--- config.mk ---
export PLATFORM = sky130hd
export DESIGN_NAME = urv_regfile_seq_flat
export DESIGN_NICKNAME = d
export VERILOG_FILES = /design/src/rtl/urv_regfile_seq_if.sv /design/src/rtl/urv_regfile_seq.sv /design/src/flat_wrapper.sv
export SDC_FILE = /design/constraint.sdc
export NUM_CORES = 1
export LEC_CHECK = 0
export CORE_MARGIN = 2
export CORE_UTILIZATION = 34
export CTS_BUF_LIST = sky130_fd_sc_hd__clkbuf_8
export DETAILED_ROUTE_END_ITERATION = 12
export MAX_ROUTING_LAYER = met4
export PLACE_DENSITY_LB_ADDON = 0.2
export REMOVE_ABC_BUFFERS = 1
export SETUP_SLACK_MARGIN = 0.02
export SLEW_MARGIN = 15
export SYNTH_ARGS = -nofsm -noshare
export SYNTH_HDL_FRONTEND = slang
export SYNTH_SLANG_ARGS = --single-unit
--- constraint.sdc ---
create_clock -name clk_i -period 2.85 [get_ports clk_i]
set_clock_uncertainty 0.15 [all_clocks]
set_input_delay 0.57 -clock clk_i [delete_from_list [all_inputs] [get_ports clk_i]]
set_output_delay 0.57 -clock clk_i [all_outputs]
set_load 0.02 [all_outputs]
--- src/rtl/urv_regfile_seq_if.sv ---
// rtl/urv_regfile_seq_if.sv - writeback, debug and register-file port bundle for urv_regfile_seq
interface urv_regfile_seq_if;
    logic [4:0]  w_rd_i;
    logic [31:0] w_rd_value_i;
    logic        w_rd_store_i;
    logic [4:0]  pipe_rs_i;
    logic        pipe_idle_i;
    logic        stall_o;
    logic        dbg_req_i;
    logic        dbg_we_i;
    logic [4:0]  dbg_addr_i;
    logic [31:0] dbg_wdata_i;
    logic        dbg_ack_o;
    logic [31:0] dbg_rdata_o;
    logic [4:0]  rf_waddr_o;
    logic [31:0] rf_wdata_o;
    logic        rf_we_o;
    logic [4:0]  rf_raddr_o;
    logic [31:0] rf_q_i;
    logic        init_done_o;

    modport slave (
        input  w_rd_i, w_rd_value_i, w_rd_store_i, pipe_rs_i, pipe_idle_i,
        input  dbg_req_i, dbg_we_i, dbg_addr_i, dbg_wdata_i, rf_q_i,
        output stall_o, dbg_ack_o, dbg_rdata_o, rf_waddr_o, rf_wdata_o,
        output rf_we_o, rf_raddr_o, init_done_o
    );

    modport master (
        output w_rd_i, w_rd_value_i, w_rd_store_i, pipe_rs_i, pipe_idle_i,
        output dbg_req_i, dbg_we_i, dbg_addr_i, dbg_wdata_i, rf_q_i,
        input  stall_o, dbg_ack_o, dbg_rdata_o, rf_waddr_o, rf_wdata_o,
        input  rf_we_o, rf_raddr_o, init_done_o
    );
endinterface

--- src/rtl/urv_regfile_seq.sv ---
// rtl/urv_regfile_seq.sv - register-file port sequencer: reset sweep, writeback pass-through, debug access
module urv_regfile_seq #(
    parameter logic [31:0] INIT_VALUE = 32'h0,
    parameter bit          INIT_EN    = 1'b1
) (
    input  logic             clk_i,
    input  logic             rst_i,
    urv_regfile_seq_if.slave bus
);
    localparam logic [2:0] S_INIT   = 3'd0;
    localparam logic [2:0] S_IDLE   = 3'd1;
    localparam logic [2:0] S_DRAIN  = 3'd2;
    localparam logic [2:0] S_ACCESS = 3'd3;
    localparam logic [2:0] S_RDWAIT = 3'd4;
    localparam logic [2:0] S_ACK    = 3'd5;

    logic [2:0]  state_q, state_d;
    logic [4:0]  cnt_q, cnt_d;
    logic [31:0] dbg_rdata_q, dbg_rdata_d;
    logic        init_done_q, init_done_d;

    logic        pipe_wr;
    logic        rf_we;
    logic [4:0]  rf_waddr;
    logic [31:0] rf_wdata;
    logic [4:0]  rf_raddr;

    assign pipe_wr = bus.w_rd_store_i && (bus.w_rd_i != 5'd0);

    always_comb begin
        state_d     = state_q;
        cnt_d       = cnt_q;
        dbg_rdata_d = dbg_rdata_q;
        init_done_d = init_done_q;
        rf_we       = pipe_wr;
        rf_waddr    = bus.w_rd_i;
        rf_wdata    = bus.w_rd_value_i;
        rf_raddr    = bus.pipe_rs_i;
        case (state_q)
            S_INIT: begin
                // cnt starts at 1 and saturates at 31, so x0 is never swept
                rf_we    = 1'b1;
                rf_waddr = cnt_q;
                rf_wdata = INIT_VALUE;
                if (cnt_q == 5'd31) begin
                    state_d     = S_IDLE;
                    init_done_d = 1'b1;
                end else begin
                    cnt_d = cnt_q + 5'd1;
                end
            end
            S_IDLE: begin
                if (bus.dbg_req_i) state_d = S_DRAIN;
            end
            S_DRAIN: begin
                if (bus.pipe_idle_i) state_d = S_ACCESS;
            end
            S_ACCESS: begin
                rf_raddr = bus.dbg_addr_i;
                // a late pipeline writeback owns the write port; retry next cycle
                if (!pipe_wr) begin
                    if (bus.dbg_we_i) begin
                        rf_we    = (bus.dbg_addr_i != 5'd0);
                        rf_waddr = bus.dbg_addr_i;
                        rf_wdata = bus.dbg_wdata_i;
                        state_d  = S_ACK;
                    end else begin
                        state_d = S_RDWAIT;
                    end
                end
            end
            S_RDWAIT: begin
                dbg_rdata_d = (bus.dbg_addr_i == 5'd0) ? 32'h0 : bus.rf_q_i;
                state_d     = S_ACK;
            end
            S_ACK: begin
                state_d = S_IDLE;
            end
            default: begin
                state_d = S_IDLE;
            end
        endcase
    end

    always_ff @(posedge clk_i) begin
        if (rst_i) begin
            state_q     <= INIT_EN ? S_INIT : S_IDLE;
            cnt_q       <= 5'd1;
            dbg_rdata_q <= 32'h0;
            init_done_q <= ~INIT_EN;
        end else begin
            state_q     <= state_d;
            cnt_q       <= cnt_d;
            dbg_rdata_q <= dbg_rdata_d;
            init_done_q <= init_done_d;
        end
    end

    assign bus.stall_o     = (state_q != S_IDLE);
    assign bus.dbg_ack_o   = (state_q == S_ACK);
    assign bus.dbg_rdata_o = dbg_rdata_q;
    assign bus.rf_we_o     = rf_we;
    assign bus.rf_waddr_o  = rf_waddr;
    assign bus.rf_wdata_o  = rf_wdata;
    assign bus.rf_raddr_o  = rf_raddr;
    assign bus.init_done_o = init_done_q;
endmodule

--- src/flat_wrapper.sv ---
// flat-port wrapper written by rule: the top's interface ports become plain ports
module urv_regfile_seq_flat 
#(
    parameter logic [31:0] INIT_VALUE = 32'h0,
    parameter bit          INIT_EN    = 1'b1
)
  (clk_i, rst_i, bus_w_rd_i, bus_w_rd_value_i, bus_w_rd_store_i, bus_pipe_rs_i, bus_pipe_idle_i, bus_dbg_req_i, bus_dbg_we_i, bus_dbg_addr_i, bus_dbg_wdata_i, bus_rf_q_i, bus_stall_o, bus_dbg_ack_o, bus_dbg_rdata_o, bus_rf_waddr_o, bus_rf_wdata_o, bus_rf_we_o, bus_rf_raddr_o, bus_init_done_o);
  urv_regfile_seq_if bus_i ();
  input  logic clk_i;
  input  logic rst_i;
  input wire logic [$bits(bus_i.w_rd_i)-1:0] bus_w_rd_i;
  input wire logic [$bits(bus_i.w_rd_value_i)-1:0] bus_w_rd_value_i;
  input wire logic [$bits(bus_i.w_rd_store_i)-1:0] bus_w_rd_store_i;
  input wire logic [$bits(bus_i.pipe_rs_i)-1:0] bus_pipe_rs_i;
  input wire logic [$bits(bus_i.pipe_idle_i)-1:0] bus_pipe_idle_i;
  input wire logic [$bits(bus_i.dbg_req_i)-1:0] bus_dbg_req_i;
  input wire logic [$bits(bus_i.dbg_we_i)-1:0] bus_dbg_we_i;
  input wire logic [$bits(bus_i.dbg_addr_i)-1:0] bus_dbg_addr_i;
  input wire logic [$bits(bus_i.dbg_wdata_i)-1:0] bus_dbg_wdata_i;
  input wire logic [$bits(bus_i.rf_q_i)-1:0] bus_rf_q_i;
  output wire logic [$bits(bus_i.stall_o)-1:0] bus_stall_o;
  output wire logic [$bits(bus_i.dbg_ack_o)-1:0] bus_dbg_ack_o;
  output wire logic [$bits(bus_i.dbg_rdata_o)-1:0] bus_dbg_rdata_o;
  output wire logic [$bits(bus_i.rf_waddr_o)-1:0] bus_rf_waddr_o;
  output wire logic [$bits(bus_i.rf_wdata_o)-1:0] bus_rf_wdata_o;
  output wire logic [$bits(bus_i.rf_we_o)-1:0] bus_rf_we_o;
  output wire logic [$bits(bus_i.rf_raddr_o)-1:0] bus_rf_raddr_o;
  output wire logic [$bits(bus_i.init_done_o)-1:0] bus_init_done_o;
  assign bus_i.w_rd_i = bus_w_rd_i;
  assign bus_i.w_rd_value_i = bus_w_rd_value_i;
  assign bus_i.w_rd_store_i = bus_w_rd_store_i;
  assign bus_i.pipe_rs_i = bus_pipe_rs_i;
  assign bus_i.pipe_idle_i = bus_pipe_idle_i;
  assign bus_i.dbg_req_i = bus_dbg_req_i;
  assign bus_i.dbg_we_i = bus_dbg_we_i;
  assign bus_i.dbg_addr_i = bus_dbg_addr_i;
  assign bus_i.dbg_wdata_i = bus_dbg_wdata_i;
  assign bus_i.rf_q_i = bus_rf_q_i;
  assign bus_stall_o = bus_i.stall_o;
  assign bus_dbg_ack_o = bus_i.dbg_ack_o;
  assign bus_dbg_rdata_o = bus_i.dbg_rdata_o;
  assign bus_rf_waddr_o = bus_i.rf_waddr_o;
  assign bus_rf_wdata_o = bus_i.rf_wdata_o;
  assign bus_rf_we_o = bus_i.rf_we_o;
  assign bus_rf_raddr_o = bus_i.rf_raddr_o;
  assign bus_init_done_o = bus_i.init_done_o;
  urv_regfile_seq #(.INIT_VALUE(INIT_VALUE), .INIT_EN(INIT_EN)) u_core (.clk_i(clk_i), .rst_i(rst_i), .bus(bus_i));
endmodule
Word-level counts from Yosys, hierarchy flattened
Cells that the tools add are included. W data, S select, Z words.

Output and inout bits: 78. Register bits after elaboration: 41.

Multiplexer cells: 17. Reduce and logical (&&, ||, !) cells: 8. Equality and inequality tests: 11. Bitwise logic cells: 1. Add/subtract/negate cells: 1.

Operators by type and width (number): $mux W32 (3); $pmux W32 S2 (1); $mux W5 (3); $pmux W3 S5 (1); $mux W3 (4); $pmux W5 S2 (1); $reduce_bool A5 Y1 (2); $eq A3 B2 Y1 const B (2); $eq A3 B3 Y1 const B (2); $ne A2 B2 Y1 const B (3); $add A5 B1 Y5 const B (1); $eq A5 B5 Y1 const B (1); $logic_not A5 Y1 (1); $reduce_and A2 Y1 (2); $reduce_and A4 Y1 (1); $eq A3 B1 Y1 const B (1); $logic_not A3 Y1 (1); $mux W1 (3); $ne A3 B1 Y1 const B (1); $ne A2 B1 Y1 const B (1); $pmux W1 S2 (1); $logic_and A1 B1 Y1 (1); $not A1 Y1 (1).

Depth between registers and ports, before layout
Gate-level depths: netlist of run 1.

Depth in word-level cells: 4. Depth in mapped cells: 7. Depth with buffers taken out: 7.

Worst setup path before layout of run 1
OpenSTA, ideal clock, no wires.

Path type: input to output. Start point: input bus_w_rd_i[1]. End point: output bus_rf_wdata_o[16]. Setup slack: 260 ps. Data arrival time: 1870 ps. Stages on the path: 6. Cells stage by stage: or4_1 > o21ai_2 > and2_1 > buf_6 > buf_6 > o21ai_0.

Cells in the longest elaborated chain, start to end: 4.

Ends and longest elaborated chain: start: declaration (line flat_wrapper.sv:11) `input wire logic [$bits(bus_i.w_rd_i)-1:0] bus_w_rd_i;`; $reduce_bool A5 Y1 (line urv_regfile_seq.sv:28) `assign pipe_wr = bus.w_rd_store_i && (bus.w_rd_i != 5'd0);`; $logic_and A1 B1 Y1 (line urv_regfile_seq.sv:28); $mux W32 (line urv_regfile_seq.sv:61) `if (!pipe_wr) begin`; $pmux W32 S2 (line urv_regfile_seq.sv:39) `case (state_q)`; end: declaration (line flat_wrapper.sv:25) `output wire logic [$bits(bus_i.rf_wdata_o)-1:0] bus_rf_wdata_o;`.

Every way passes these cells.

Final worst setup path of run 1
Start point: input bus_w_rd_i[0]. End point: output bus_rf_wdata_o[20].

Same word-level chain as after synthesis.

==> results of run 1 <==
==> final timing paths <==
check	start	endpoint	slack [ns]	depth (start not counted)
worst max-delay path	bus_w_rd_i[0]	bus_rf_wdata_o[20]	-0.04	9
worst min-delay path	u_core.bus.dbg_rdata_o[12]	u_core.bus.dbg_rdata_o[12]	0.30	2
worst max register to register	u_core.cnt_q[0]	u_core.cnt_q[3]	0.92	7
worst min register to register	u_core.bus.dbg_rdata_o[12]	u_core.bus.dbg_rdata_o[12]	0.30	2
==> critical path, stage by stage <==
cell	delay (ns)
buf_6	0.09
or4_4	0.53
o21ai_4	0.15
buf_6	0.13
buf_12	0.13
clkbuf_16	0.16
nand3_2	0.08
o21ai_1	0.13
buf_4	0.18
==> report_power, final <==
| part | internal, mW | total, mW | switching [mW] | leakage [nW] |
|---|---|---|---|---|
| combinational | 0.208 | 0.308 | 0.0999 | 1.56 |
| sequential | 0.578 | 0.584 | 0.00589 | 0.331 |
| clock | 0.219 | 0.413 | 0.195 | 0.0542 |
==> synthesized netlist by cell type <==
library cell,instances
dfxtp_1,41
nand3_1,64
nor3_1,3
o21bai_1,1
a21oi_1,36
nor4_4,1
buf_6,5
or4_1,1
clkbuf_1,16
xnor2_1,1
a311oi_1,1
nand4_1,1
a221o_1,5
buf_4,5
a21bo_2,1
o21ai_1,3
nand2_1,53
xor2_1,2
ha_1,2
a21oi_2,1
o21ai_0,30
a211oi_1,1
or3_1,1
inv_1,2
buf_2,6
and3_1,1
and2_1,7
o21ai_2,1
nor2_1,12
mux2i_1,3
nand3b_1,2
nand2b_1,33
==> metrics by stage <==
| step | total power, mW | setup TNS [ns] | instance area [um^2] |
|---|---|---|---|
| floorplan | 0.643 | -32.39 | 2250 |
| global placement | 0.862 | -24.08 | 4630 |
| detailed placement | 0.867 | -26.39 | 4630 |
| CTS | 1.30 | 0 | 4800 |
| global route | 1.36 | -0.398 | 5160 |
| finish | 1.31 | -0.0633 | 5160 |
==> layer usage <==
metal / wire [um] / track usage, % / part of all wire (%) / vias to the layer above
met1: 3860 / 26.2 / 35 / 1544
met2: 5600 / 45.7 / 51 / 149
met5: 0 / - / 0 / -
met4: 256 / 7.44 / 2.3 / 0
li1: - / - / - / 1607
met3: 1200 / 8.49 / 11 / 29
==> timing repair <==
action | CTS | global route
hold buffers | 0 | 0
setup endpoints to repair | 43 | 41
gates resized for setup | 239 | 99
gates cloned | 4 | 1
pin swaps | 4 | 10
buffers inserted | 7 | 3
==> cell families (layout without fill, tap and decap cells) <==
logic type | count (synthesis) | after routing
AOI/OAI and AO/OA | 80 | 80
xor gates and xnor gates | 3 | 3
adders and majority gates | 2 | 2
buffers and inverters | 34 | 250
DFF | 41 | 41
muxes | 3 | 3
and+or+nand+nor | 179 | 179
==> state kept, by name, indices dropped and copies added (netlist names) <==
| register | flops |
|---|---|
| u_core.bus.dbg_rdata_o | 32 |
| u_core.cnt_q | 5 |
| u_core.bus.init_done_o | 1 |
| u_core.state_q | 3 |
==> final cells by class <==
type	instances	share of cell area [%]
Tap cell	96	2.33
Clock buffer	7	1.87
Sequential cell	41	15.9
Clock inverter	1	0.0969
Multi-Input combinational cell	267	31.7
Inverter	2	0.145
Timing Repair Buffer	240	47.9
==> layout by cell type (no fill, tap or decap), drive strengths merged, types with 3 or more instances in the layout <==
master and n:
buf 85, and2 7, nor2 12, mux2i 3, o21ai 34, a221o 5, clkdlybuf4s50 150, nor3 3
nand2 53, clkbuf 9, a21oi 37, nand3 64, nand2b 33, dfxtp 41
==> flow_summary.yaml, run 1 <==
yosys:
  synth_top_family_by_area: "simple AND/OR/NAND/NOR gates"
  yosysUniqueCellTypes: 32
  ys_seq_area_share_pct: 33.7
  synthSimpleGateAreaFrac_pct: 36.7
  yosysWarnings: 0
  synth_area_leader_cell: "dfxtp_1"
  synthTopCellsByArea: "dfxtp_1 (34%), nand3_1 (13%), nand2b_1 (8.5%)"
  synthMuxAreaShare_pct: 1.23
  synth_top_area_share_pct: 33.7
  synth_compound_area_share_pct: 18.4
  syn-cell-area_mm2: 0.00243
  synthAdderAreaFrac_pct: 1.03
  ys_seq_elements: 41
  synthXorXnorAreaFrac_pct: 1.08
  syn_area_per_cell_um2: 7.11
  syn_inst: 342
detailed_routing:
  viasPerCell: 5.09
  drt-total-wl_mm: 10.9
  routed-via-count: 3329
  drt_iter0_markers: 87
  antenna_left: 0
  drt_pre_antenna_iters: 5
  drcViolationCount: 0
  wl_per_cell_um: 16.7
run:
  drv_cap: 0
die:
  row_count: 30
  die_y_um: 88.6
  die_x_um: 88.6
  io_pins: 195
  start_util_pct: 35.4
  core_mm2: 0.00687
  dieArea_mm2: 0.00785
final_layout:
  regArea_um2: 822
  final_cells: 654
  fin_util_pct: 75.2
  nNetsFinal: 676
  layout-drive-gt1-share_pct: 24.9
  multiInputGateArea_mm2: 0.00164
  nFillCells: 514
  area_growth_pct: 112
  diodes: 0
power:
  power_leakage_nw: 1.95
  ir_drop_mv: 0.317
  powerDensity_mw_per_mm2: 253
sta:
  whs_ns: 0.301
  period_needed_ns: 2.89
  finalHoldViolCount: 0
  final-setup-viol-count: 2
  rsz0062_at_grt: "yes"
  slew_headroom_pct: 67.1
  fmax_mhz: 347
  finalMaxSlewViolations: 0
  post-route-period-util_pct: 101
  finalWorstSetupSlack_ns: -0.0351
  worst_pin_slew_ns: 0.492
min_path:
  worstHoldPathType: "reg -> reg"
place:
  numPortBuffers: 194
  gp_congestion: 0.848
  dp_cells: 632
  pre_cts_slack_ns: -0.739
  dpl.hpwl_mm: 7.40
critical_path:
  cp.arrival_ns: 2.17
  path_class: "in -> out"
  cp_max_fo: 6
  start_kind: "input pin"
  end_kind: "output pin"
  critPathRequiredTime_ns: 2.13
grt:
  grt_pass1_wl_mm: 15.1
  grt_max_degree: 33
  grt_pass1_vias: 3157
  grt_antenna_before_repair: 0
  grtUsageTotal_pct: 25.4
  gr-total-overflow: 0
clock_network:
  tritoncts: "yes"
  cts_root_buf: "clkbuf_8"
  cts_buffers: 5
  htree_num_levels: 2
  cts_sinks: 41
  clk_latency_ns: 0.29
  clockBufferDepth: 2
  cts.clk_slew.worst_paths_ns: 0.07
run_status:
  status: "finished, violations left"
  violations: "negative setup slack"
Power figures use the tool's default switching activity.
==> run 2, diff against run 1 <==
--- a/config.mk
+++ b/config.mk
@@ -9,4 +9,5 @@
 export CORE_UTILIZATION = 34
 export CTS_BUF_LIST = sky130_fd_sc_hd__clkbuf_8
+export CTS_CLUSTER_SIZE = 24
 export DETAILED_ROUTE_END_ITERATION = 12
 export MAX_ROUTING_LAYER = met4
==> constraint.sdc (replaced) <==
create_clock -name clk_i -period 2.69 [get_ports clk_i]
set_clock_uncertainty 0.15 [all_clocks]
set_input_delay 0.4035 -clock clk_i [delete_from_list [all_inputs] [get_ports clk_i]]
set_output_delay 0.4035 -clock clk_i [all_outputs]
set_load 0.02 [all_outputs]
==> flow_summary.yaml, run 2 (synthesized netlist as in run 1, its figures left out) <==
clock_network:
  clk_latency_ns: 0.29
  cts.clk_slew.worst_paths_ns: 0.08
  cts_buffers: 5
  tritoncts: "yes"
  cts_root_buf: "clkbuf_8"
  ctsHoldBuffers: 0
  htree_num_levels: 2
  cts_sinks: 41
  clockBufferDepth: 2
final_layout:
  nNetsFinal: 660
  fin_util_pct: 67.6
  largest_register_ffs: 32
  diodes: 0
  mostFrequentLayoutCell: "clkdlybuf4s50_1"
  fin_area_mm2: 0.00464
  area_growth_pct: 90.9
  nFillCells: 600
  layout-drive-gt1-share_pct: 15.7
  layout_common_cells: "clkdlybuf4s50_1 (151), nand3_1 (64), nand2_1 (53)"
critical_path:
  worstPathCellList: "dlygate4sd2_1 > or4_4 > o21ai_4 > and2_4 > bufbuf_16 > a221o_1 > buf_6"
  critPathMaxStageDelay_ns: 0.52
  crit_family: "simple AND/OR/NAND/NOR gates"
  crit_slowest_cell: "or4_4"
  cp_num_buf_inv: 3
  end_kind: "output pin"
  start_kind: "input pin"
  path_class: "in -> out"
  critPathRequiredTime_ns: 2.14
  cp_max_fo: 5
  cp.arrival_ns: 2.08
grt:
  grtUsageTotal_pct: 23.5
  grt_max_degree: 33
  grt_antenna_before_repair: 0
  grt_pass1_vias: 2910
  grt_pass1_wl_mm: 14.1
  gr-total-overflow: 0
power:
  p_total_mw: 1.41
  powerDensity_mw_per_mm2: 303
  power_leakage_nw: 1.79
  ir_drop_mv: 0.435
detailed_routing:
  drcViolationCount: 0
  viasPerCell: 4.92
  routed-via-count: 3136
  antenna_left: 0
  drt_pre_antenna_iters: 4
  drt_iter0_markers: 62
  drt-total-wl_mm: 9.63
  wl_per_cell_um: 15.1
die:
  dieArea_mm2: 0.00785
  die_y_um: 88.6
  die_x_um: 88.6
  io_pins: 195
  core_mm2: 0.00687
  row_count: 30
  start_util_pct: 35.4
sta:
  finalMaxSlewViolations: 0
  tns_ns: 0
  fmax_mhz: 380
  worst_pin_slew_ns: 0.498
  finalHoldViolCount: 0
  post-route-period-util_pct: 97.7
  slew_headroom_pct: 66.7
  final-setup-viol-count: 0
  rsz0062_at_grt: "yes"
  whs_ns: 0.302
  period_needed_ns: 2.63
place:
  gp_congestion: 0.883
  dpl.hpwl_mm: 7.27
  numPortBuffers: 194
  dpl-instance-area_mm2: 0.00460
run_status:
  status: "completed"
run:
  drv_cap: 0
min_path:
  worstHoldPathType: "reg -> reg"
[run 2: changes by cell type in the layout (fill, tap and decap cells not counted), moves of 2 or more]
cell	before	now
buf_2	1	35
buf_4	48	19
o21ai_0	1	30
buf_6	23	4
nand3_1	47	64
nand3_2	17	0
o21ai_1	16	3
o21ai_2	11	0
o21ai_4	6	1
buf_16	4	0
buf_12	9	7
clkbuf_8	7	5
dlygate4sd2_1	2	4
[run 2: timing repair]
item,in CTS,in global routing
cloned,1,1
setup endpoints to repair,43,30
pin swaps,4,4
buffers inserted,2,0
gates resized for setup,191,5
[run 2: routing by layer]
layer,wire (um),global-route usage (%)
met5,0,-
met4,148,6.61
met3,825,6.53
met2,4760,40.0
met1,3890,27.1
[run 2: worst register-to-register path, delay by kind of cell (launching register included)]
kind | cells | cell delay [ns]
simple gates | 4 | 0.70
fa+ha+maj | 2 | 0.46
flops | 1 | 0.35
xor+xnor | 1 | 0.16
[run 2: layout make-up]
cell class	instances	area (um^2)	share of cell area [%]
repair buffers	224	2130	45.9
multi-input cells	267	1450	31.2
flip-flops and latches	41	822	17.7
well taps	96	120	2.59
clock buffers	5	68.8	1.48
clock inverters	3	46.3	0.997
inverters	2	7.51	0.162
[run 2: metrics by stage]
stage / setup WS [ns] / cells
after floorplan: -0.799 / 310
after global placement: -0.498 / 626
after detailed placement: -0.536 / 626
after CTS: 0.0343 / 637
after global routing: -0.000397 / 638
final: 0.0607 / 638
[run 2: report_power, final]
group | internal, mW | total, mW | switching [mW]
Clock | 0.278 | 0.500 | 0.222
Combinational | 0.198 | 0.288 | 0.0895
Sequential | 0.613 | 0.619 | 0.00645
Total | 1.09 | 1.41 | 0.318
[run 2: path summary, 6_finish.rpt]
path | startpoint | to | slack [ns] | cells after the start
worst min register to register | u_core.bus.dbg_rdata_o[28] | u_core.bus.dbg_rdata_o[28] | 0.30 | 2
worst max register to register | u_core.cnt_q[0] | u_core.cnt_q[3] | 0.75 | 7
worst max-delay path | bus_w_rd_i[0] | bus_rf_waddr_o[1] | 0.06 | 7
worst min-delay path | u_core.bus.dbg_rdata_o[28] | u_core.bus.dbg_rdata_o[28] | 0.30 | 2
==> run 3, diff against run 2 <==
Settings changed: PLACE_DENSITY set to 0.83, PLACE_DENSITY_LB_ADDON 0.2 to not set.
==> flow_summary.yaml, run 3 (synthesized netlist as in run 1, its figures left out) <==
final_layout:
  fin_util_pct: 66.2
  layout-drive-gt1-share_pct: 15.0
  diodes: 0
  nNetsFinal: 657
  largest_register_ffs: 32
  mostFrequentLayoutCell: "clkdlybuf4s50_1"
  nFillCells: 605
  final_cells: 635
  multiInputGateArea_mm2: 0.00146
  area_growth_pct: 86.9
  layout_common_cells: "clkdlybuf4s50_1 (152), nand3_1 (64), nand2_1 (53)"
  regArea_um2: 822
clock_network:
  cts.clk_slew.worst_paths_ns: 0.08
  htree_num_levels: 2
  clockBufferDepth: 2
  tritoncts: "yes"
  cts_buffers: 5
  clk_latency_ns: 0.29
  cts_sinks: 41
  cts_root_buf: "clkbuf_8"
critical_path:
  crit_slowest_cell: "or4_4"
  path_class: "in -> out"
  cp_max_fo: 3
  cp.arrival_ns: 2.06
  crit_family: "buffers and inverters"
  cp_num_buf_inv: 4
  critPathRequiredTime_ns: 2.14
  end_kind: "output pin"
  start_kind: "input pin"
  critPathMaxStageDelay_ns: 0.49
  worstPathCellList: "dlygate4sd2_1 > or4_4 > o21ai_4 > buf_6 > buf_4 > a21oi_4 > a221o_1 > buf_2"
power:
  swShare_pct: 22.1
  seqPwrFrac_pct: 44.8
  clock_power_share_pct: 35.3
  p_total_mw: 1.38
  ir_drop_mv: 0.368
  p_int_mw: 1.08
  power_leakage_nw: 1.74
  comb_power_share_pct: 19.8
  powerDensity_mw_per_mm2: 304
  switchingPower_mw: 0.305
min_path:
  worstHoldPathType: "reg -> reg"
die:
  start_util_pct: 35.4
  die_y_um: 88.6
  core_mm2: 0.00687
  die_x_um: 88.6
  io_pins: 195
  dieArea_mm2: 0.00785
  row_count: 30
sta:
  slew_headroom_pct: 70.8
  period_needed_ns: 2.61
  fmax_mhz: 383
  tns_ns: 0
  worst_pin_slew_ns: 0.435
  finalHoldViolCount: 0
  final-setup-viol-count: 0
  post-route-period-util_pct: 97.1
  rsz0062_at_grt: "no"
  finalMaxSlewViolations: 0
grt:
  grt_pass1_wl_mm: 14.5
  grt_max_degree: 33
  grtUsageMet3_pct: 5.32
  globalRouteMet1Util_pct: 28.0
  grtUsageTotal_pct: 24.3
  grt_pass1_vias: 3062
  grt_busiest_layer: "met2"
  use_met2_pct: 41.8
  grt_antenna_before_repair: 0
  gr-total-overflow: 0
run:
  drv_cap: 0
detailed_routing:
  drt-total-wl_mm: 9.60
  viasPerCell: 5.05
  drcViolationCount: 0
  drt_iter0_markers: 115
  routed-via-count: 3208
  drt_pre_antenna_iters: 4
  wl_per_cell_um: 15.1
  antenna_left: 0
place:
  dpl.hpwl_mm: 7.16
  dp_cells: 622
  gp_congestion: 0.961
  numPortBuffers: 194
run_status:
  status: "completed"
## run 3: what timing repair did
| action | in CTS | in global routing |
|---|---|---|
| hold buffers | 0 | 0 |
| resized for setup | 190 | 7 |
| pin swaps | 3 | 2 |
| endpoints found under the setup margin | 43 | 19 |
| cloned | 1 | 0 |
| buffers inserted | 4 | 0 |
## run 3: power groups by stage
stage               clock (mW)  sequential, mW  combinational [mW]
global route             0.523           0.620               0.291
CTS                      0.504           0.619               0.274
global placement             0           0.633               0.267
detailed placement           0           0.634               0.271
floorplan                    0           0.631              0.0497
finish                   0.488           0.620               0.274
## run 3: worst paths after layout
kind | start | end | depth (start not counted) | slack (ns)
max | bus_w_rd_i[1] | bus_rf_waddr_o[0] | 8 | 0.08
min | u_core.bus.dbg_rdata_o[13] | u_core.bus.dbg_rdata_o[13] | 2 | 0.30
max reg2reg | u_core.cnt_q[0] | u_core.cnt_q[3] | 7 | 0.64
min reg2reg | u_core.bus.dbg_rdata_o[13] | u_core.bus.dbg_rdata_o[13] | 2 | 0.30
## run 3: per-layer routing
| layer | up-vias | wire length (um) | part of all wire [%] |
|---|---|---|---|
| met3 | 19 | 818 | 8.5 |
| li1 | 1563 | - | - |
| met5 | - | 0 | 0 |
| met1 | 1468 | 3820 | 40 |
| met2 | 158 | 4750 | 50 |
| met4 | 0 | 208 | 2.2 |
## run 3: cell type report
| class | count | area share [%] |
|---|---|---|
| clock buffer | 5 | 1.51 |
| clock inverter | 3 | 0.936 |
| inverter | 2 | 0.165 |
| multi-input combinational | 267 | 32.0 |
| sequential | 41 | 18.1 |
| tap | 96 | 2.64 |
| timing repair buffer | 221 | 44.6 |
## run 3: tightest hold or removal path, cell delays in order, from the launching register on
cell and delay, ns:
dfxtp_1 0.32, nand2_1 0.05, a21oi_1 0.05
## run 3: through the flow
step	setup slack (ns)	instance area, um^2	hold slack [ns]
after floorplan	-0.799	2250	0.323
final	0.0790	4550	0.304
after global placement	-0.598	4500	0.286
after CTS	0.0343	4570	0.305
after global routing	0.0252	4550	0.319
after detailed placement	-0.655	4500	0.294
